===== src/rtl/tick_gen_pkg.sv =====
// Shared types for the multi-channel tick generator.
// Channel FSM states and mode encodings.
package tick_gen_pkg;

  typedef enum logic [1:0] {
    IDLE = 2'd0,
    RUN  = 2'd1,
    DONE = 2'd2
  } tick_state_t;

  localparam logic MODE_PERIODIC = 1'b0;
  localparam logic MODE_ONESHOT  = 1'b1;

endpackage


===== src/rtl/tick_gen_chan.sv =====
// One tick generator channel: counter, terminal-count register and IDLE/RUN/DONE FSM.
// TICK_GEN_ONESHOT_EN enables the one-shot mode and the DONE state.
module tick_gen_chan
  import tick_gen_pkg::*;
#(
  parameter int WIDTH      = 4,
  parameter int DEFAULT_TC = 11
) (
  input  logic             clk,
  input  logic             rst,
  input  logic             en,
  input  logic             mode,
  input  logic             tc_load,
  input  logic [WIDTH-1:0] tc_data,
  output logic             tick,
  output logic             busy,
  output logic [WIDTH-1:0] count
);

  tick_state_t      state_q, state_d;
  logic [WIDTH-1:0] cnt_q, cnt_d;
  logic [WIDTH-1:0] tc_q, tc_d;
  logic             tick_q, tick_d;

  always_ff @(posedge clk or posedge rst) begin
    if (rst) begin
      state_q <= IDLE;
      cnt_q   <= '0;
      tc_q    <= WIDTH'(DEFAULT_TC);
      tick_q  <= 1'b0;
    end else begin
      state_q <= state_d;
      cnt_q   <= cnt_d;
      tc_q    <= tc_d;
      tick_q  <= tick_d;
    end
  end

  // The enabling edge already counts as a run step from count 0, so the
  // first tick lands TC edges later and TC=0 ticks immediately.
  always_comb begin
    state_d = state_q;
    cnt_d   = cnt_q;
    tick_d  = 1'b0;
    tc_d    = tc_load ? tc_data : tc_q;
    unique case (state_q)
      IDLE, RUN: begin
        if (!en) begin
          state_d = IDLE;
          cnt_d   = '0;
        end else if (cnt_q >= tc_q) begin
          cnt_d   = '0;
          tick_d  = 1'b1;
          state_d = RUN;
`ifdef TICK_GEN_ONESHOT_EN
          if (mode == MODE_ONESHOT) state_d = DONE;
`endif
        end else begin
          cnt_d   = cnt_q + 1'b1;
          state_d = RUN;
        end
      end
`ifdef TICK_GEN_ONESHOT_EN
      DONE: begin
        cnt_d = '0;
        if (!en) state_d = IDLE;
      end
`endif
      default: begin
        state_d = IDLE;
        cnt_d   = '0;
      end
    endcase
  end

`ifndef TICK_GEN_ONESHOT_EN
  logic unused_mode;
  assign unused_mode = mode;
`endif

  assign tick  = tick_q;
  assign busy  = (state_q == RUN);
  assign count = cnt_q;

endmodule


===== src/rtl/tick_gen.sv =====
// Multi-channel programmable tick generator: tc_sel decode and output packing.
// Define TICK_GEN_ONESHOT_EN to honour the per-channel one-shot mode.
module tick_gen
  import tick_gen_pkg::*;
#(
  parameter int  WIDTH      = 4,
  parameter int  CHANNELS   = 2,
  parameter int  DEFAULT_TC = 11,
  localparam int SELW       = (CHANNELS > 1) ? $clog2(CHANNELS) : 1
) (
  input  logic                      clk,
  input  logic                      rst,
  input  logic [CHANNELS-1:0]       en,
  input  logic [CHANNELS-1:0]       mode,
  input  logic                      tc_wr,
  input  logic [SELW-1:0]           tc_sel,
  input  logic [WIDTH-1:0]          tc_data,
  output logic [CHANNELS-1:0]       tick,
  output logic [CHANNELS-1:0]       busy,
  output logic [CHANNELS*WIDTH-1:0] count
);

  // Out-of-range selects match no channel and are dropped.
  for (genvar c = 0; c < CHANNELS; c++) begin : g_ch
    logic load;
    assign load = tc_wr && (tc_sel == SELW'(c));

    tick_gen_chan #(
      .WIDTH     (WIDTH),
      .DEFAULT_TC(DEFAULT_TC)
    ) u_chan (
      .clk    (clk),
      .rst    (rst),
      .en     (en[c]),
      .mode   (mode[c]),
      .tc_load(load),
      .tc_data(tc_data),
      .tick   (tick[c]),
      .busy   (busy[c]),
      .count  (count[c*WIDTH +: WIDTH])
    );
  end

endmodule


===== config.mk =====
export PLATFORM = sky130hd
export DESIGN_NAME = tick_gen
export DESIGN_NICKNAME = d
export VERILOG_FILES = /design/src/rtl/tick_gen_pkg.sv /design/src/rtl/tick_gen_chan.sv /design/src/rtl/tick_gen.sv
export SDC_FILE = /design/constraint.sdc
export NUM_CORES = 1
export LEC_CHECK = 0
export ABC_AREA = 0
export CAP_MARGIN = 40
export CORE_UTILIZATION = 50
export DETAILED_ROUTE_END_ITERATION = 6
export PLACE_DENSITY_LB_ADDON = 0.25
export SLEW_MARGIN = 10
export SYNTH_ARGS = -nofsm -noshare
export SYNTH_HDL_FRONTEND = slang
export SYNTH_SLANG_ARGS = --single-unit

===== constraint.sdc =====
create_clock -name clk -period 2.35 [get_ports clk]
set_clock_uncertainty 0.05 [all_clocks]
set_input_delay 0.47 -clock clk [delete_from_list [all_inputs] [get_ports clk]]
set_output_delay 0.47 -clock clk [all_outputs]
set_load 0.01 [all_outputs]

# ---- After elaboration in Yosys (flattened, before gate mapping)
# Index checks and enable logic that the tools add are counted.
dict set report totals {
  ff_bits 20
  in_bits 12
}
dict set report op_classes {
  n_addsub 2
  magnitude_cmp 2
  n_eq_ne 2
  mux 16
  bitwise 1
  reduce_logical 6
}
# op n
set op_table {}
lappend op_table {{4-bit 2-to-1 mux} 6}
lappend op_table {{1-bit 2-to-1 mux} 10}
lappend op_table {{4-bit by 1-bit adder with 4-bit output, second input constant} 2}
lappend op_table {{4-bit >= comparator} 2}
lappend op_table {{2-bit logical NOT} 2}
lappend op_table {{2-bit OR reduction} 2}
lappend op_table {{1-bit == test, second input constant} 2}
lappend op_table {{1-bit logical AND} 2}
lappend op_table {{1-bit inverter} 1}

# ---- Depth between registers and ports, before layout
dict set report logic_depth {
  word_depth 4
  mapped_depth 5
  mapped_depth_nobuf 5
}

# ---- Modules after synthesis
# From an unflattened synthesis, not the netlist that was laid out.
dict set report unflattened {
  cells_unflattened 84
  hier_area_um2 964.7
}
# module n_inst cells_each area_per_inst_um2 seq_area_each_um2
set modules_own_cells {}
lappend modules_own_cells {tick_gen_chan 2 41 474.2 254.0}
lappend modules_own_cells {tick_gen 1 2 16.3 0.0}

# ---- Least setup slack after synthesis
# Ideal clock, no wire load.
dict set report synth_timing {
  path_kind {register to register}
  start {register g_ch[1].u_chan.tc_q[3]}
  end {register g_ch[1].u_chan.tick_q}
  setup_time_ns 0.119
  t_arrival_ns 1.241
  path_slack_ns 0.940
  path_stages_with_launch 6
  period_less_slack_ns 1.410
  path_cell_list {dfstp_2 inv_1 ha_1 a21oi_1 o21ai_0 and2_1}
}
dict set report synth_between {
  elab_chain_cells 4
}
# item line
set synth_lines {}
lappend synth_lines {{start, declared} tick_gen_chan.sv:22} ;# logic [WIDTH-1:0] tc_q, tc_d;
lappend synth_lines {{start signal, assigned} tick_gen_chan.sv:29} ;# tc_q <= WIDTH'(DEFAULT_TC);
lappend synth_lines {{start signal, assigned} tick_gen_chan.sv:34} ;# tc_q <= tc_d;
lappend synth_lines {{4-bit >= comparator} tick_gen_chan.sv:51} ;# end else if (cnt_q >= tc_q) begin
lappend synth_lines {{1-bit 2-to-1 mux} tick_gen_chan.sv:51}
lappend synth_lines {{1-bit 2-to-1 mux} tick_gen_chan.sv:48} ;# if (!en) begin
lappend synth_lines {{1-bit 2-to-1 mux} tick_gen_chan.sv:46} ;# unique case (state_q)
lappend synth_lines {{via g_ch[1].u_chan.tick_d} tick_gen_chan.sv:23} ;# logic tick_q, tick_d;
lappend synth_lines {{end signal, assigned} tick_gen_chan.sv:35} ;# tick_q <= tick_d;
lappend synth_lines {{end, declared} tick_gen_chan.sv:23}
# The timed path passes the listed nets, and every way through them passes these cells.
# A chain may end at the register's enable or synchronous reset.

# ---- Final worst setup path
dict set report layout_timing {
  start {register g_ch[0].u_chan.cnt_q[0]}
  end {output count[0]}
}
# item line
set layout_lines {}
lappend layout_lines {{start, declared} tick_gen_chan.sv:21} ;# logic [WIDTH-1:0] cnt_q, cnt_d;
lappend layout_lines {{start signal, assigned} tick_gen_chan.sv:33} ;# cnt_q <= cnt_d;
lappend layout_lines {{end, declared} tick_gen.sv:20} ;# output logic [CHANNELS*WIDTH-1:0] count
# No word-level cell between the ends.

==> metrics.txt <==
Tmin final=1.81 ns; post-synth top area share=0.352; clock transition at the registers of the reported paths=0.11 ns; Async S/R FF share, synth=1.00; total die area=2170 µm²; leading post-synthesis cells by instance count=14 x dfrtp_1, 11 x inv_1, 10 x ha_1, 8 x nor2_1, 6 x dfstp_2; CP max FO=5; final wirelength=1460 µm; CTS tree=yes; Leakage=0.581 nW; RSZ-0062 raised after global routing=no; Layout Nets=around 130; Crit path largest cell delay=roughly 0.56 ns; Max transition margin=0.520; number of global-route vias before repair=630; IO Pins=24; Final Hold Violating Endpoints=0; Avg Cell Area, Syn=11.8 µm²; num rows=15; top post-synthesis cells by area=dfrtp_1 35%, dfstp_2 16%, ha_1 13%; core area=1800 µm²; CP required=roughly 1.8 ns; Final HPWL DP=approximately 1200 µm; Sw Pwr=0.000244 W; Final setup viols=0; Critical Path AT=1.29 ns; CTS H-tree depth=1; mapped cell area=just under 1000 µm²; postcts setup bufs=0; Routability Congestion=0.778; global-route usage over all layers=0.175; # hold bufs at CTS=0; largest net degree at the start of global routing=21; DR WL/cell=11.2 µm; switching share of power=0.285; Tightest Hold Check Type=reg -> reg; vias=628; Residual DRC=0; Peak VDD IR=0.438 mV; Slew @ Worst Pin=0.718 ns; sequential area share after synthesis=0.511; worst path cell trace=clkdlybuf4s50_1; I/O Buffers=21; warnings from Yosys=0; clk sinks=20; Buf/Inv on CP=1; CP Class=reg -> out; Ant. Diodes=0; GRT overflow=0; most frequent cell after synthesis=dfrtp_1; met3 wire length=42 µm; setup TNS=0 ns; CP startpoint kind=flop; post-synth cell types=20; Met2 Routed Length=757 µm; Pre-Repair DR Iteration Count=2; Final ANT Viol Nets=0; Die Span X=46.6 µm; clock buffer depth=2; Die Ht=46.6 µm; Comb pwr share=0.300; DRT iter0 DRCs=2; TritonCTS Buffers=3; effective utilization at floorplan=0.552; family with the most delay on the worst path=buffers and inverters; Post-synth EDFFs=0; CTS resizes=0; antenna violations before repair=0; first-pass GRT wire length=2580 µm; Final Cycle Share=0.769; layout cells sized above 1=0.190; power share of the clock group=0.186; Root Driver=clkbuf_4; Yosys reg bits=20; Sequential Power Share=0.514; Slowest cell on crit path=clkdlybuf4s50_1; uppermost layer routed=met4; most area-hungry cell type in the Yosys netlist=dfrtp_1; PD cells=694 nW/µm²; post-synth net total=106; Pwr Total=0.000855 W; vias per cell=4.83; Post-synth top flop=dfrtp_1; Fmax achieved=roughly 550 MHz; max cap viols=0; Area growth, synth to finish=23.9%; Worst Setup End Kind=primary output; Worst-Skew Late Latency=0.29 ns; cell count after synthesis=84; final slew viol count=0; outcome=finished clean; met1 WL=between 600 and 700 µm; internal power=0.000611 W
==> path summary, 6_finish.rpt <==
check	from	to	slack, ns	depth (start not counted)
setup reg to reg	g_ch[1].u_chan.tc_q[3]	g_ch[1].u_chan.tick	0.85	5
hold / removal	g_ch[1].u_chan.count[0]	g_ch[1].u_chan.count[0]	0.47	1
max in group asynchronous	rst	g_ch[0].u_chan.tc_q[2]	1.25	2
min in group asynchronous	rst	g_ch[1].u_chan.tick	0.54	2
setup / recovery	g_ch[0].u_chan.count[0]	count[0]	0.54	1
hold reg to reg	g_ch[1].u_chan.count[0]	g_ch[1].u_chan.count[0]	0.47	1
==> registers in the layout, summed over array words and instances, names as in the netlist <==
name / flops
g_ch.u_chan.tc_q: 8
g_ch.u_chan.state_q: 2
g_ch.u_chan.tick: 2
g_ch.u_chan.count: 8
==> power by group through the flow <==
stage | clock network (W) | logic (W) | registers, W
finish | 0.000159 | 0.000256 | 0.000440
global route | 0.000180 | 0.000289 | 0.000449
CTS | 0.000167 | 0.000261 | 0.000441
detailed placement | 0 | 0.000259 | 0.000447
global placement | 0 | 0.000249 | 0.000446
floorplan | 0 | 0.000156 | 0.000450
==> routing by layer <==
metal  vias to the layer above  GRT usage
li1                        314          -
met4                         0      0.106
met5                         -          0
met1                       298      0.201
met2                        14      0.294
met3                         2     0.0353
==> final cells by class <==
class                   count  area, µm²
repair buffers             21        210
fillers                   159        569
flip-flops and latches     20        508
multi-input cells          49        415
inverters                  11       41.3
clock buffers               4       26.3
well taps                  25       31.3
==> through the flow <==
step | hold WS, ns | cell area [µm²] | utilization | cells | worst slack, ns
after floorplan | 0.379 | 995 | - | 84 | 0.940
final | 0.467 | 1230 | 0.684 | 130 | 0.543
after global placement | 0.451 | 1210 | 0.669 | 126 | 0.712
after CTS | 0.477 | 1230 | 0.684 | 130 | 0.520
after global routing | 0.499 | 1230 | 0.684 | 130 | 0.465
after detailed placement | 0.453 | 1210 | 0.669 | 126 | 0.692
==> cells in the final DEF, fill, tap and decap left out, types with 3 or more instances in the layout <==
cell type | Yosys | final
dfstp_2 | 6 | 6
o21ai_0 | 5 | 5
ha_1 | 10 | 10
dfrtp_1 | 14 | 14
nand2_1 | 3 | 3
nor2_1 | 8 | 8
inv_1 | 11 | 11
mux2_4 | 4 | 4
clkdlybuf4s50_1 | 0 | 21
clkbuf_4 | 0 | 3
==> kinds of logic after synthesis <==
logic type / synth area share
flip-flops: 0.511
AND/OR/NAND/NOR: 0.109
XOR/XNOR: 0.0352
multiplexers: 0.0717
adder cells (fa/ha/maj): 0.126
buffers and inverters: 0.0717
AO/OA/AOI/OAI: 0.0755
(Power assumes the default switching activity.)
==> patch 1, RTL diff (same flow settings) <==
`WIDTH` is set to 4 in 2 places; all go to 5.
--- a/src/rtl/tick_gen_chan.sv
+++ b/src/rtl/tick_gen_chan.sv
@@ -5,3 +5,3 @@
 #(
-  parameter int WIDTH      = 4,
+  parameter int WIDTH      = 5,
   parameter int DEFAULT_TC = 11
--- a/src/rtl/tick_gen.sv
+++ b/src/rtl/tick_gen.sv
@@ -5,3 +5,3 @@
 #(
-  parameter int  WIDTH      = 4,
+  parameter int  WIDTH      = 5,
   parameter int  CHANNELS   = 2,
Interface: changed (resized count and tc_data); port bits go from 24 to 27. No check against the original RTL was run, so the function may have changed too.
==> patch 1 against the unedited design <==
Worst hold slack worse by 17 ps. Power up 7.4%. Synthesized area up 18%. Sequential cell count up 4. Final area up 18%. First-iteration DRC count unchanged. Setup slack worse by 32 ps. Critical path depth unchanged. Routed wire length up 25%. Critical path type unchanged. Largest cell class unchanged.
==> patch 1: results (changes against the unedited design) <==
stage,metric,value,unit,change
routing,via count,770,,+23%
routing,Initial DRT Pass Iterations,4,,+2
pwr,Worst VDD drop,0.428,mV,-2.3%
yosys,post-synthesis xor/xnor area fraction,4.48,%,+0.96 points
yosys,multiplexer share of the synthesized area,5.76,%,-1.4 points
yosys,Mapped Cells,106,,+26%
final_layout,share of layout cells above drive strength 1,10.8,%,-8.3 points
yosys,top post-synthesis cells by area,"dfrtp_1 (38%), dfstp_2 (13%), ha_1 (13%)",,
grt,GRT Util Overall,17.6,%,+0.073 points
grt,largest net degree at the start of global routing,25,,+19%
placed_design,Inst Count DP,155,,+23%
pwr,LEAKAGE,0.697,nW,+20%
grt,met2 GRT Util,28.2,%,-1.2 points
critical_path,critical path arrival,1320,ps,+30 ps
grt,vias in the first global route,796,,+26%
sta,Slew @ Worst Pin,305,ps,-414 ps
placed_design,DP HPWL,1400,um,+20%
critical_path,CP max-delay cell,clkdlybuf4s50_1,,
routing,Via density,4.87,,+0.88%
grt,met3 usage,2.73,%,-0.80 points
grt,routing usage on met1,23.7,%,+3.6 points
placed_design,Final GP Congestion,0.717,,-7.8%
status,run status,"complete, no violations",,
yosys,sequential element share of the synthesized area,51.8,%,+0.74 points
routing,DR WL/cell,11.5,um,+2.6%
yosys,Unique masters post-synth,22,,+10%
yosys,list of most frequent post-synthesis cells,"dfrtp_1 (18), inv_1 (13), ha_1 (12)",,
placed_design,Place WS,652,ps,-40.0 ps
yosys,syn nets,131,,+24%
yosys,Post-Synth Adder-Cell Area,12.8,%,+0.21 points
## patch 1: changes by cell type after synthesis, moves of 3 or more
cell / delta
nand2_1: +4
o21ai_0: -3
mux2_4: -4
dfrtp_1: +4
mux2_1: +6
o21ai_1: +4
## patch 1: cell type report
cell class	count	area, sq um
fill	192	761
sequential	24	608
multi-input combinational	64	482
timing repair buffer	26	255
inverter	13	48.8
tap	28	35.0
clock buffer	3	22.5
## patch 1: final timing paths
check,start,slack (ps),cells after the start,end
max,g_ch[1].u_chan.count[2],510,1,count[7]
min,g_ch[0].u_chan.tc_q[3],450,2,g_ch[0].u_chan.tc_q[3]
max reg2reg,g_ch[1].u_chan.count[2],720,5,g_ch[1].u_chan.tick
min reg2reg,g_ch[0].u_chan.tc_q[3],450,2,g_ch[0].u_chan.tc_q[3]
max in group asynchronous,rst,1500,3,g_ch[0].u_chan.tc_q[0]
min in group asynchronous,rst,460,3,g_ch[1].u_chan.count[4]
## patch 1: worst min-delay path: stages (launching register included)
cell	delay, ps
dfstp_2	380
inv_1	60
o21ai_1	70
## patch 1: cells by family after synthesis
group | after synthesis
AND/OR/NAND/NOR | 26
XOR/XNOR | 6
multiplexers | 6
adder cells (fa/ha/maj) | 12
AO/OA/AOI/OAI | 14
buffers and inverters | 18
flip-flops | 24
## patch 1: routing by layer
| layer | up-vias | part of all wire (%) |
|---|---|---|
| met2 | 15 | 45 |
| met4 | 0 | 0.66 |
| met3 | 2 | 4.5 |
| li1 | 395 | - |
| met1 | 358 | 50 |
| met5 | - | 0 |
## patch 1: where the power goes
part / total [W] / leakage (nW) / internal [W] / switching, W
sequential: 0.000505 / 0.297 / 0.000471 / 0.0000346
clock: 0.000174 / 0.0138 / 0.0000598 / 0.000114
combinational: 0.000240 / 0.386 / 0.000127 / 0.000113
==> patch 2, RTL diff (same flow settings) <==
Made on the original files. Make the reset (`rst`) synchronous in one clocked block.
--- a/src/rtl/tick_gen_chan.sv
+++ b/src/rtl/tick_gen_chan.sv
@@ -24,3 +24,3 @@
 
-  always_ff @(posedge clk or posedge rst) begin
+  always_ff @(posedge clk) begin
     if (rst) begin
Function: differs if rst is asserted again (counterexample within 4 cycles, from zero or initial values and one cycle with rst high); with rst held inactive, the same outputs for 10 cycles.
==> patch 2 against the unedited design <==
Setup slack lost 16 ps. Final area shrank 7.4%. Sequential cell count stayed put. Synthesized area fell by 9.6%. Routed wire length increased by 4.7%. Count of clock-buffer cells in the layout unchanged. Via count is 8.8% higher. Critical path type unchanged.
Power is not compared: it rests on default switching activity, and its combinational part moved more than twofold at a synthesized area within 25%.
==> patch 2: results (changes against the unedited design) <==
stage,metric,value,unit,change
routing,via count,683,,+8.8%
critical_path,"setup slack, reg-to-reg",790,ps,-60 ps
yosys,list of most frequent post-synthesis cells,"dfxtp_1 (20), ha_1 (10), inv_1 (10)",,
critical_path,crit path capture,count[2],,
yosys,top post-synthesis cells by area,"dfxtp_1 (45%), ha_1 (14%), a211o_1 (5.8%)",,
grt,met2 GRT Util,31.2,%,+1.7 points
yosys,syn nets,115,,+8.5%
final_layout,final layout net count,136,,+6.3%
final_layout,share of layout cells above drive strength 1,7.96,%,-11 points
critical_path,worst flop-to-flop path startpoint,g_ch[0].u_chan.count[0],,
routing,metal2 WL,763,um,+0.79%
sta,Slew @ Worst Pin,525,ps,-194 ps
placed_design,Final GP Congestion,0.817,,+5.0%
grt,met3 usage,3.67,%,+0.14 points
final_layout,FF+latch area,400,sq um,-21%
placed_design,DP HPWL,1220,um,+4.6%
critical_path,FF-to-FF End,g_ch[0].u_chan.tick,,
grt,first-pass GRT wire length,2570,um,-0.54%
yosys,Post-synth EDFFs,0,,unchanged
routing,WL met3,72,um,+71%
yosys,Unique masters post-synth,22,,+10%
critical_path,CP max FO,4,,-1
grt,largest net degree at the start of global routing,12,,-43%
grt,vias in the first global route,656,,+4.1%
routing,Initial DRT Pass Iterations,4,,+2
placed_design,Post-DP Area,1100,sq um,-8.4%
routing,WL final,1530,um,+4.7%
status,run status,"complete, no violations",,
==> patch 2: changes by cell type after synthesis, sizes merged, moves of 5 or more <==
cell	before	now
dfrtp	14	0
dfxtp	0	20
nor3	0	6
mux2	5	0
dfstp	6	0
a211o	0	6
==> patch 2: cell families after synthesis <==
family / synth area share, %
buf+inv: 8.90
compound gates: 10.3
simple gates: 17.4
flops: 44.5
mux: 1.11
fa+ha+maj: 13.9
xor+xnor: 3.90
==> patch 2: how the worst min path moves through the flow <==
stage	from	endpoint	slack, ps	cells after the start
global route	g_ch[1].u_chan.tc_q[1]	g_ch[1].u_chan.tc_q[1]	460	1
detailed placement	g_ch[1].u_chan.tc_q[3]	g_ch[1].u_chan.tc_q[3]	400	1
global placement	g_ch[1].u_chan.tc_q[2]	g_ch[1].u_chan.tc_q[2]	400	2
finish	g_ch[1].u_chan.tc_q[1]	g_ch[1].u_chan.tc_q[1]	430	1
floorplan	g_ch[1].u_chan.tc_q[1]	g_ch[1].u_chan.tc_q[1]	390	1
CTS	g_ch[1].u_chan.tc_q[3]	g_ch[1].u_chan.tc_q[3]	430	1
==> patch 2: stage by stage <==
step	setup slack, ps	utilization (%)	cells	total power [W]
5_1_grt	465	71.6	137	0.000666
2_1_floorplan	907	-	93	0.000414
4_1_cts	510	71.6	137	0.000643
6_report	527	71.6	137	0.000634
3_5_place_dp	556	69.3	133	0.000449
3_3_place_gp	575	69.3	133	0.000446
==> patch 2: cell type report <==
type | instances | area share, %
clock buffer | 4 | 3.18
inverter | 10 | 3.29
multi-input combinational | 57 | 36.7
sequential | 20 | 35.1
tap | 24 | 2.63
timing repair buffer | 22 | 19.1
